[src/rtl/bcd_serial_adder.sv]
// Digit-serial packed-BCD adder: accepts two DIGITS-wide operands over a
// valid/ready handshake, adds one digit pair per clock (LSD first) with a
// registered decimal carry, and hands back sum/carry-out over a second
// valid/ready handshake.
module bcd_serial_adder #(
  parameter int DIGITS = 4,
  parameter int CNT_W  = $clog2(DIGITS) + 1
) (
  input  logic                  clk,
  input  logic                  rst_n,
  input  logic                  in_valid,
  output logic                  in_ready,
  input  logic [4*DIGITS-1:0]   a_bcd,
  input  logic [4*DIGITS-1:0]   b_bcd,
  input  logic                  cin,
  output logic                  out_valid,
  input  logic                  out_ready,
  output logic [4*DIGITS-1:0]   sum_bcd,
  output logic                  cout,
  output logic                  err,
  output logic                  busy
);

  typedef enum logic [1:0] {
    IDLE = 2'd0,
    RUN  = 2'd1,
    DONE = 2'd2
  } state_t;

  localparam logic [CNT_W-1:0] LAST_IDX = CNT_W'(DIGITS - 1);

  state_t               state_q;
  logic [4*DIGITS-1:0]  a_q;
  logic [4*DIGITS-1:0]  b_q;
  logic [4*DIGITS-1:0]  sum_q;
  logic [CNT_W-1:0]     idx_q;
  logic                 carry_q;
  logic                 cout_q;
  logic                 err_q;

  logic [3:0]           a_dig;
  logic [3:0]           b_dig;
  logic [4:0]           t_sum;
  logic [3:0]           digit_d;
  logic                 carry_d;
  logic [4*DIGITS-1:0]  sum_d;
  logic                 last_d;

  // True when any digit of either operand lies outside 0..9.
  function automatic logic has_bad_digit(input logic [4*DIGITS-1:0] a,
                                         input logic [4*DIGITS-1:0] b);
    logic bad;
    bad = 1'b0;
    for (int i = 0; i < DIGITS; i++) begin
      if (a[4*i +: 4] > 4'd9) bad = 1'b1;
      if (b[4*i +: 4] > 4'd9) bad = 1'b1;
    end
    return bad;
  endfunction

  // Select the current digit pair, apply the decimal-adjusted add, and
  // merge the resulting digit into the running sum.
  always_comb begin
    a_dig = 4'd0;
    b_dig = 4'd0;
    for (int i = 0; i < DIGITS; i++) begin
      if (idx_q == CNT_W'(i)) begin
        a_dig = a_q[4*i +: 4];
        b_dig = b_q[4*i +: 4];
      end
    end
    t_sum = {1'b0, a_dig} + {1'b0, b_dig} + {4'd0, carry_q};
    // (t+6) mod 16 equals t[3:0]+6 mod 16, so the 4-bit add is exact.
    if (t_sum > 5'd9) begin
      digit_d = t_sum[3:0] + 4'd6;
      carry_d = 1'b1;
    end else begin
      digit_d = t_sum[3:0];
      carry_d = 1'b0;
    end
    sum_d = sum_q;
    for (int i = 0; i < DIGITS; i++) begin
      if (idx_q == CNT_W'(i)) sum_d[4*i +: 4] = digit_d;
    end
    last_d = (idx_q == LAST_IDX);
  end

  // Control FSM plus operand/result registers; everything clears on reset.
  always_ff @(posedge clk or negedge rst_n) begin
    if (!rst_n) begin
      state_q <= IDLE;
      a_q     <= '0;
      b_q     <= '0;
      sum_q   <= '0;
      idx_q   <= '0;
      carry_q <= 1'b0;
      cout_q  <= 1'b0;
      err_q   <= 1'b0;
    end else begin
      case (state_q)
        IDLE: begin
          if (in_valid) begin
            a_q     <= a_bcd;
            b_q     <= b_bcd;
            carry_q <= cin;
            idx_q   <= '0;
            err_q   <= has_bad_digit(a_bcd, b_bcd);
            sum_q   <= '0;
            cout_q  <= 1'b0;
            state_q <= RUN;
          end
        end
        RUN: begin
          sum_q   <= sum_d;
          carry_q <= carry_d;
          idx_q   <= idx_q + CNT_W'(1);
          if (last_d) begin
            cout_q  <= carry_d;
            state_q <= DONE;
          end
        end
        DONE: begin
          if (out_ready) state_q <= IDLE;
        end
        default: state_q <= IDLE;
      endcase
    end
  end

  assign in_ready  = (state_q == IDLE);
  assign out_valid = (state_q == DONE);
  assign busy      = (state_q == RUN) || (state_q == DONE);
  assign sum_bcd   = sum_q;
  assign cout      = cout_q;
  assign err       = err_q;

endmodule

[config.mk]
export PLATFORM = sky130hd
export DESIGN_NAME = bcd_serial_adder
export DESIGN_NICKNAME = d
export VERILOG_FILES = /design/src/rtl/bcd_serial_adder.sv
export SDC_FILE = /design/constraint.sdc
export NUM_CORES = 1
export LEC_CHECK = 0
export CORE_ASPECT_RATIO = 1.4
export CORE_MARGIN = 1
export CORE_UTILIZATION = 48
export CTS_BUF_LIST = sky130_fd_sc_hd__clkbuf_4
export DETAILED_ROUTE_END_ITERATION = 10
export PLACE_DENSITY = 0.85
export SLEW_MARGIN = 0
export SYNTH_ARGS = -nofsm -noshare
export SYNTH_HDL_FRONTEND = slang
export SYNTH_SLANG_ARGS = --single-unit
[constraint.sdc]
create_clock -name clk -period 3.6 [get_ports clk]
set_clock_uncertainty 0.2 [all_clocks]
set_input_delay 0.36 -clock clk [delete_from_list [all_inputs] [get_ports clk]]
set_output_delay 0.36 -clock clk [all_outputs]
set_load 0.05 [all_outputs]
==> flow_summary_export.csv, run 1 <==
group,metric,value,unit
global_route,antenna_found_initial,0,
setup_path,cp_data_required_time,3.72,ns
routing,postRouteAntennaNets,0,
global_route,first_global_vias,2367,
routing,drt-pass1-iter-count,5,
routing,viasPerCell,5.65,
global_route,grtUsageTotal,0.232,
routing,drc,0,
timing,max_slew_margin,0.495,
layout,nFillCells,438,
placement,gp_congestion,0.886,
timing,finalCriticalPeriod,3.58,ns
layout,num_antenna_cells,0,
timing,setup-violations-final,0,
synth,synth_fp_nets,313,
floorplanning,ioPinCount,58,
synth,synth-seq-area-share,0.495,
run,cap_violations,0,
floorplanning,start_util,0.505,
clock_network,worstSkewPairLatency,0.38,ns
routing,avgRoutedWirePerCell,15.8,microns
synth,syn_area,2830,sq um
outcome,status,"completed",
setup_path,crit_arrival,3.70,ns
floorplanning,die_area,6210,sq um
routing,drt-total-wl,6.37,mm
clock_network,ctsRootBufferMaster,"clkbuf_4",
timing,setup_tns,0,ns
setup_path,cp-end-kind,"flip-flop",
global_route,grt_max_degree,36,
floorplanning,die_h,92.9,microns
layout,finalNetCount,386,
setup_path,path_max_fanout,4,
floorplanning,chipWidth,66.9,microns
clock_network,clk_pin_slew_worst_paths,0.17,ns
synth,synth_cell_types,30,
layout,syn2layout_area_growth,35.1,%
clock_network,clock_sinks,56,
placement,hpwl,4.83,mm
timing,grt_setup_unrepaired,"true",
min_path,hold_class,"flip-flop to flip-flop",
floorplanning,core_area,5610,sq um
synth,synth_cells,262,
setup_path,critical_path_class,"flip-flop to flip-flop",
routing,drt_iter0_markers,127,
clock_network,cts_made_buffers,5,
global_route,grt_pass1_wl,10.8,mm
synth,synth_warnings,0,
timing,finalCritPeriodShare,0.995,
clock_network,clockBufferDepth,2,
routing,vias,2283,
setup_path,worst_setup_path_start_kind,"flip-flop",
clock_network,cts_max_level,2,
timing,worstMarginPinSlew,0.758,ns
timing,hold_viol_final,0,
placement,port_buffers,57,
timing,max_freq,279,MHz
clock_network,cts_tree,"built",
global_route,gr-total-overflow,0,
timing,slew_viol_final,0,
synth,ys_ff_latch,56,
layout,drive_gt1_frac,0.280,
synth,syn_avg_cell_area,10.8,sq um
floorplanning,rows,32,
[registers in the layout, summed over array words and instances (netlist names)]
name and count:
b_q 16, sum_bcd 16, carry_q 1, err 1, state_q 2, idx_q 3
a_q 16, cout 1
[per-layer routing]
layer,global-route usage,up-vias,share of wire,wire (microns)
li1,-,1081,-,-
met1,0.264,1109,0.39,2510
met2,0.414,80,0.55,3480
met3,0.0394,13,0.036,232
met4,0.0975,0,0.023,148
met5,0,-,0,0
[area by class of cell]
type                    instances  area (sq um)  share of cell area
multi-input cells             183          1480               0.388
flip-flops and latches         56          1400               0.367
repair buffers                 78           729               0.191
well taps                      68          85.1              0.0223
clock inverters                 3          46.3              0.0121
inverters                      11          41.3              0.0108
clock buffers                   5          37.5             0.00982
[cells in the mapped netlist]
cell type,instances,area [sq um]
clkbuf_1,12,45.0
dfrtp_1,56,1400
mux2_2,38,428
nand2b_1,1,6.26
nor2_1,11,41.3
mux2i_1,1,10.0
o21ai_1,2,10.0
nand3_1,5,25.0
o21ai_0,29,145
ha_1,12,150
inv_1,11,41.3
o22ai_1,1,6.26
nor2b_1,2,12.5
a311oi_4,1,26.3
xor2_1,1,8.76
a31oi_1,2,12.5
nand4_1,2,12.5
a22o_1,6,52.6
a21o_1,4,30.0
nand2_1,35,131
o21a_1,3,22.5
a21oi_1,10,50.1
fa_1,2,40.0
or3_4,1,11.3
xnor2_1,1,8.76
and3b_1,1,8.76
o31ai_1,5,37.5
a22oi_1,5,37.5
o32ai_1,1,8.76
a221oi_1,1,8.76
[through the flow]
step / utilization / cells / worst slack (ns) / cell area [sq um] / hold slack, ns
CTS: 0.664 / 402 / 0.00753 / 3720 / 0.301
detailed placement: 0.639 / 390 / -0.0725 / 3580 / 0.267
finish: 0.682 / 404 / 0.0176 / 3820 / 0.302
global route: 0.682 / 404 / -0.165 / 3820 / 0.321
floorplan: - / 262 / -0.00530 / 2890 / -0.136
global placement: 0.639 / 390 / 0.0546 / 3580 / 0.261
[placed cells by master (no fill, tap or decap), types with 2 or more instances in the layout]
cell,count
o21a_1,3
fa_2,2
a21o_1,4
clkdlybuf4s50_1,56
o21ai_1,5
nand3_1,5
mux2_2,37
o21ai_0,24
ha_4,3
a22oi_1,2
a22o_1,6
clkbuf_4,5
a21oi_1,9
ha_1,8
nand4_1,2
dfrtp_1,56
inv_2,2
inv_1,9
buf_4,19
o21ai_2,2
nor2_2,2
nand2_1,34
nor2_1,8
o31ai_2,3
a22oi_2,3
nor2b_1,2
[kinds of logic after synthesis]
logic type               Yosys count  share of synthesized area
buffers and inverters             23                     0.0305
XOR/XNOR                           2                    0.00619
adder cells (fa/ha/maj)           14                     0.0672
AO/OA/AOI/OAI                     70                      0.158
flip-flops                        56                      0.495
AND/OR/NAND/NOR                   58                     0.0880
multiplexers                      39                      0.155
[timing repair]
item,in CTS,in global routing
endpoints found under the setup margin,9,12
hold endpoints to repair,34,0
hold buffers,1,0
buffers inserted,3,2
pin swaps,2,15
gates resized for setup,3,20
[critical path, cell delays in order, from the launching register on]
cell	delay [ns]
dfrtp_1	0.44
inv_2	0.12
ha_4	0.17
nand2_2	0.05
nor2_2	0.11
a21oi_2	0.05
o21ai_1	0.19
a22oi_2	0.09
fa_2	0.38
fa_2	0.38
xor2_2	0.17
ha_2	0.21
a22oi_2	0.10
a311oi_4	0.36
mux2_4	0.37
o21ai_1	0.13
[worst paths after layout]
check,cells past startpoint,to,slack (ns),startpoint
worst max-delay path,15,sum_bcd[6],0.02,idx_q[1]
worst min-delay path,2,sum_bcd[9],0.30,sum_bcd[9]
worst max register to register,15,sum_bcd[6],0.02,idx_q[1]
worst min register to register,2,sum_bcd[9],0.30,sum_bcd[9]
max in group asynchronous,3,sum_bcd[9],2.05,rst_n
min in group asynchronous,2,b_q[10],0.36,rst_n
Power of run 1 is left out: the tool's default activity adds up to more than one toggle a clock period on the data nets, which glitch-free logic cannot reach.
==> run 2, diff against run 1 <==
- CORE_ASPECT_RATIO: 1.4 -> 0.8
==> run 2 against run 1 <==
  * Critical path type unchanged
  * First-iteration DRC count is 33% higher
  * Die area hardly changed
  * Non-clock buffer count is 3 higher
  * Maximum frequency hardly changed
  * Worst setup slack better by 0.0023 ns
  * Via count is 1.7% lower
==> flow_summary_export.csv, run 2 (synthesis gave the netlist of run 1 again) <==
group,metric,value,unit
floorplanning,die_area,6210,sq um
outcome,status,"completed",
clock_network,cts_tree,"built",
timing,setup_tns,0,ns
layout,num_antenna_cells,0,
setup_path,timing.rr.end,"sum_bcd[14]",
floorplanning,rows,24,
setup_path,r2r_setup_slack,0.02,ns
clock_network,cts_max_level,2,
routing,postRouteAntennaNets,0,
setup_path,worst_setup_path_start_kind,"flip-flop",
placement,hpwl,4.75,mm
timing,slew_viol_final,0,
routing,drt-pass1-iter-count,4,
clock_network,ctsRootBufferMaster,"clkbuf_4",
setup_path,timing.rr.start,"idx_q[0]",
global_route,first_global_vias,2158,
clock_network,cts_made_buffers,5,
setup_path,critical_path_depth,14,
clock_network,clk_pin_slew_worst_paths,0.17,ns
floorplanning,ioPinCount,58,
routing,avgRoutedWirePerCell,15.2,microns
floorplanning,die_h,70.7,microns
placement,gp_congestion,0.821,
timing,grt_setup_unrepaired,"true",
clock_network,clock_sinks,56,
layout,syn2layout_area_growth,35.4,%
setup_path,critical_path_class,"flip-flop to flip-flop",
timing,hold_viol_final,0,
layout,finalNetCount,389,
clock_network,clockBufferDepth,2,
floorplanning,core_area,5560,sq um
setup_path,endpoint,"sum_bcd[14]",
min_path,hold_class,"flip-flop to flip-flop",
layout,final_common_cell,"clkdlybuf4s50_1",
timing,max_slew_margin,0.403,
routing,drt-total-wl,6.36,mm
setup_path,path_max_fanout,6,
floorplanning,start_util,0.509,
timing,timing.hold.ws,0.298,ns
placement,port_buffers,57,
floorplanning,chipWidth,87.9,microns
clock_network,worstSkewPairLatency,0.39,ns
timing,finalCritPeriodShare,0.994,
timing,max_freq,279,MHz
setup_path,cp_data_required_time,3.73,ns
timing,setup-violations-final,0,
timing,finalCriticalPeriod,3.58,ns
global_route,gr-total-overflow,0,
routing,vias,2245,
global_route,grtUsageTotal,0.217,
routing,drt_iter0_markers,169,
setup_path,crit_slowest_cell,"dfrtp_2",
routing,viasPerCell,5.38,
timing,worstMarginPinSlew,0.895,ns
setup_path,crit_family,"adder cells",
setup_path,cp-end-kind,"flip-flop",
setup_path,cp-startpoint,"idx_q[0]",
layout,drive_gt1_frac,0.289,
global_route,grt_max_degree,42,
setup_path,r2r_cells,14,
setup_path,path_cells,"buf_6, ha_4, nor2_4, a21oi_2, o21ai_1, a22oi_2, fa_2, fa_2, xor2_2, ha_2, a22oi_2, a311oi_4, mux2_4, o21ai_1",
setup_path,critPathMaxStageDelay,0.47,ns
layout,final_cell_mix,"clkdlybuf4s50_1 (56), dfrtp_1 (55), mux2_2 (37)",
setup_path,crit_arrival,3.71,ns
run,cap_violations,0,
global_route,antenna_found_initial,0,
setup_path,worst-path-buf-inv,1,
global_route,grt_pass1_wl,10.3,mm
routing,drc,0,
run 2: worst min-delay path by stage:
stage,startpoint,to,cells past startpoint
2_1_floorplan,rst_n,a_q[0],0
3_3_place_gp,sum_bcd[9],sum_bcd[9],2
3_5_place_dp,sum_bcd[9],sum_bcd[9],2
4_1_cts,sum_bcd[9],sum_bcd[9],2
5_1_grt,sum_bcd[9],sum_bcd[9],2
6_report,sum_bcd[9],sum_bcd[9],2
run 2: cell type report:
cell class / instances / area, sq um
clock inverter: 2 / 16.3
clock buffer: 6 / 45.0
fill: 400 / 1720
sequential: 56 / 1400
tap: 78 / 97.6
inverter: 11 / 41.3
timing repair buffer: 81 / 756
multi-input combinational: 183 / 1470
run 2: per-stage QoR:
stage                      util  cells  cell area (sq um)  setup WS, ns
after floorplan               -    262               2890      -0.00530
after global placement    0.650    402               3610        0.0837
after detailed placement  0.650    402               3610       -0.0555
after CTS                 0.667    414               3700       0.00492
after global routing      0.690    417               3830       -0.0927
final                     0.690    417               3830        0.0198
run 2: repair_timing:
| action | in CTS | in global routing |
|---|---|---|
| setup endpoints to repair | 8 | 13 |
| endpoints found under the hold margin | 40 | 0 |
| setup buffers | 3 | 4 |
| pin swaps | 2 | 15 |
| resized for setup | 0 | 28 |
| hold buffers | 1 | 0 |
run 2: worst register-to-register path, delay by kind of cell (launching register included):
kind	cells	cell delay, ns
AO/OA/AOI/OAI	6	0.88
XOR/XNOR	1	0.19
adder cells (fa/ha/maj)	4	1.17
buffers and inverters	1	0.13
flip-flops	1	0.47
multiplexers	1	0.37
AND/OR/NAND/NOR	1	0.12
run 2: per-layer routing:
metal | wire length [microns] | track usage | vias up
li1 | - | - | 1081
met2 | 3070 | 0.338 | 53
met4 | 53 | 0.0528 | 0
met3 | 257 | 0.0502 | 8
met5 | 0 | 0 | -
met1 | 2970 | 0.309 | 1103
Power of run 2 is left out for the same reason.
==> run 3, diff against run 2 <==
- CAP_MARGIN: unset -> 10
- CORE_ASPECT_RATIO: 0.8 -> 0.5
==> run 3 against run 2 <==
  * Sequential share of layout area is 0.52 points higher
  * Critical path type unchanged
  * Via count is 2.0% higher
  * Clock-buffer cell count is 1 lower
  * Flip-flop and latch count stayed put
==> flow_summary_export.csv, run 3 (synthesis gave the netlist of run 1 again) <==
group,metric,value,unit
setup_path,critical_path_depth,14,
routing,viasPerCell,5.64,
setup_path,cp-end-kind,"flip-flop",
global_route,antenna_found_initial,0,
global_route,grt_max_degree,37,
setup_path,cp_data_required_time,3.73,ns
timing,worstMarginPinSlew,0.794,ns
routing,drt-total-wl,6.61,mm
setup_path,critPathMaxStageDelay,0.45,ns
setup_path,cp-startpoint,"idx_q[0]",
routing,drc,0,
timing,finalCritPeriodShare,0.996,
layout,drive_gt1_frac,0.261,
min_path,hold_class,"flip-flop to flip-flop",
setup_path,worst_setup_path_start_kind,"flip-flop",
floorplanning,start_util,0.507,
setup_path,timing.rr.start,"idx_q[0]",
setup_path,path_cells,"buf_4, ha_4, nor2_1, a21oi_1, o21ai_1, a22oi_2, fa_2, fa_2, xor2_2, ha_2, a22oi_2, a311oi_4, mux2_4, o21ai_2",
setup_path,r2r_setup_slack,0.01,ns
setup_path,crit_slowest_cell,"dfrtp_1",
layout,num_antenna_cells,0,
setup_path,critical_path_class,"flip-flop to flip-flop",
floorplanning,ioPinCount,58,
clock_network,clk_pin_slew_worst_paths,0.16,ns
floorplanning,die_area,6230,sq um
routing,drt_iter0_markers,150,
timing,hold_viol_final,0,
timing,setup_slack,0.0128,ns
run,cap_violations,0,
timing,setup-violations-final,0,
clock_network,clock_sinks,56,
timing,grt_setup_unrepaired,"true",
routing,vias,2291,
setup_path,crit_arrival,3.72,ns
routing,avgRoutedWirePerCell,16.3,microns
setup_path,timing.rr.end,"sum_bcd[6]",
routing,drt-pass1-iter-count,4,
setup_path,crit_family,"adder cells",
global_route,gr-total-overflow,0,
timing,slew_viol_final,0,
placement,gp_congestion,0.820,
clock_network,cts_max_level,2,
floorplanning,core_area,5590,sq um
timing,max_freq,279,MHz
layout,syn2layout_area_growth,33.4,%
floorplanning,rows,19,
clock_network,cts_made_buffers,5,
floorplanning,die_h,56.3,microns
placement,port_buffers,57,
setup_path,r2r_cells,14,
clock_network,ctsRootBufferMaster,"clkbuf_4",
placement,hpwl,4.89,mm
layout,nFillCells,403,
floorplanning,chipWidth,111,microns
timing,finalCriticalPeriod,3.59,ns
global_route,grt_pass1_wl,10.7,mm
setup_path,path_max_fanout,6,
outcome,status,"completed",
clock_network,worstSkewPairLatency,0.39,ns
routing,postRouteAntennaNets,0,
clock_network,cts_tree,"built",
global_route,first_global_vias,2275,
layout,finalNetCount,383,
timing,max_slew_margin,0.471,
placement,post-place-ws,-0.119,ns
global_route,grtUsageTotal,0.220,
layout,final_cell_mix,"dfrtp_1 (56), clkdlybuf4s50_1 (56), mux2_2 (37)",
setup_path,endpoint,"sum_bcd[6]",
clock_network,clockBufferDepth,2,
setup_path,worst-path-buf-inv,1,
## run 3: cell count changes in the layout (fill, tap and decap cells not counted), sizes merged
cell,change
buf,-6
clkbuf,-1
clkinvlp,+1
## run 3: through the flow
| step | util | hold WS (ns) | area (sq um) | TNS (ns) | std cells |
|---|---|---|---|---|---|
| floorplan | - | -0.136 | 2890 | -0.0212 | 262 |
| global placement | 0.636 | 0.263 | 3550 | 0 | 390 |
| detailed placement | 0.636 | 0.269 | 3550 | -0.653 | 390 |
| CTS | 0.655 | 0.304 | 3660 | 0 | 402 |
| global route | 0.676 | 0.337 | 3770 | -1.30 | 406 |
| finish | 0.676 | 0.299 | 3770 | 0 | 406 |
## run 3: worst min-delay path: stages, from the launching register on
cell	delay [ns]
dfrtp_1	0.38
nand2_1	0.05
o31ai_1	0.05
## run 3: worst min-delay path by stage
| stage | startpoint | end | slack [ns] | cells past startpoint |
|---|---|---|---|---|
| final | sum_bcd[13] | sum_bcd[13] | 0.30 | 2 |
| after global routing | sum_bcd[13] | sum_bcd[13] | 0.34 | 2 |
| after CTS | sum_bcd[13] | sum_bcd[13] | 0.30 | 2 |
| after detailed placement | sum_bcd[13] | sum_bcd[13] | 0.27 | 2 |
| after global placement | sum_bcd[9] | sum_bcd[9] | 0.26 | 2 |
| after floorplan | rst_n | a_q[0] | -0.14 | 0 |
## run 3: layout make-up
type	count	area [sq um]	area share
clock inverter	3	23.8	0.00630
multi-input combinational	183	1470	0.388
tap	73	91.3	0.0242
inverter	11	41.3	0.0109
timing repair buffer	75	714	0.189
sequential	56	1400	0.371
clock buffer	5	37.5	0.00994
## run 3: what timing repair did
item,4_1_cts,5_1_grt
pin swaps,2,14
gates resized for setup,3,20
hold endpoints to repair,35,0
hold buffers,1,0
endpoints found under the setup margin,11,14
buffers inserted,3,6
## run 3: per-layer routing
metal | up-vias | GRT usage | part of all wire
met5 | - | 0 | 0
met4 | 0 | 0.0762 | 0.022
met3 | 16 | 0.0432 | 0.039
met2 | 67 | 0.380 | 0.49
met1 | 1138 | 0.280 | 0.45
li1 | 1070 | - | -
Power of run 3 is left out for the same reason.
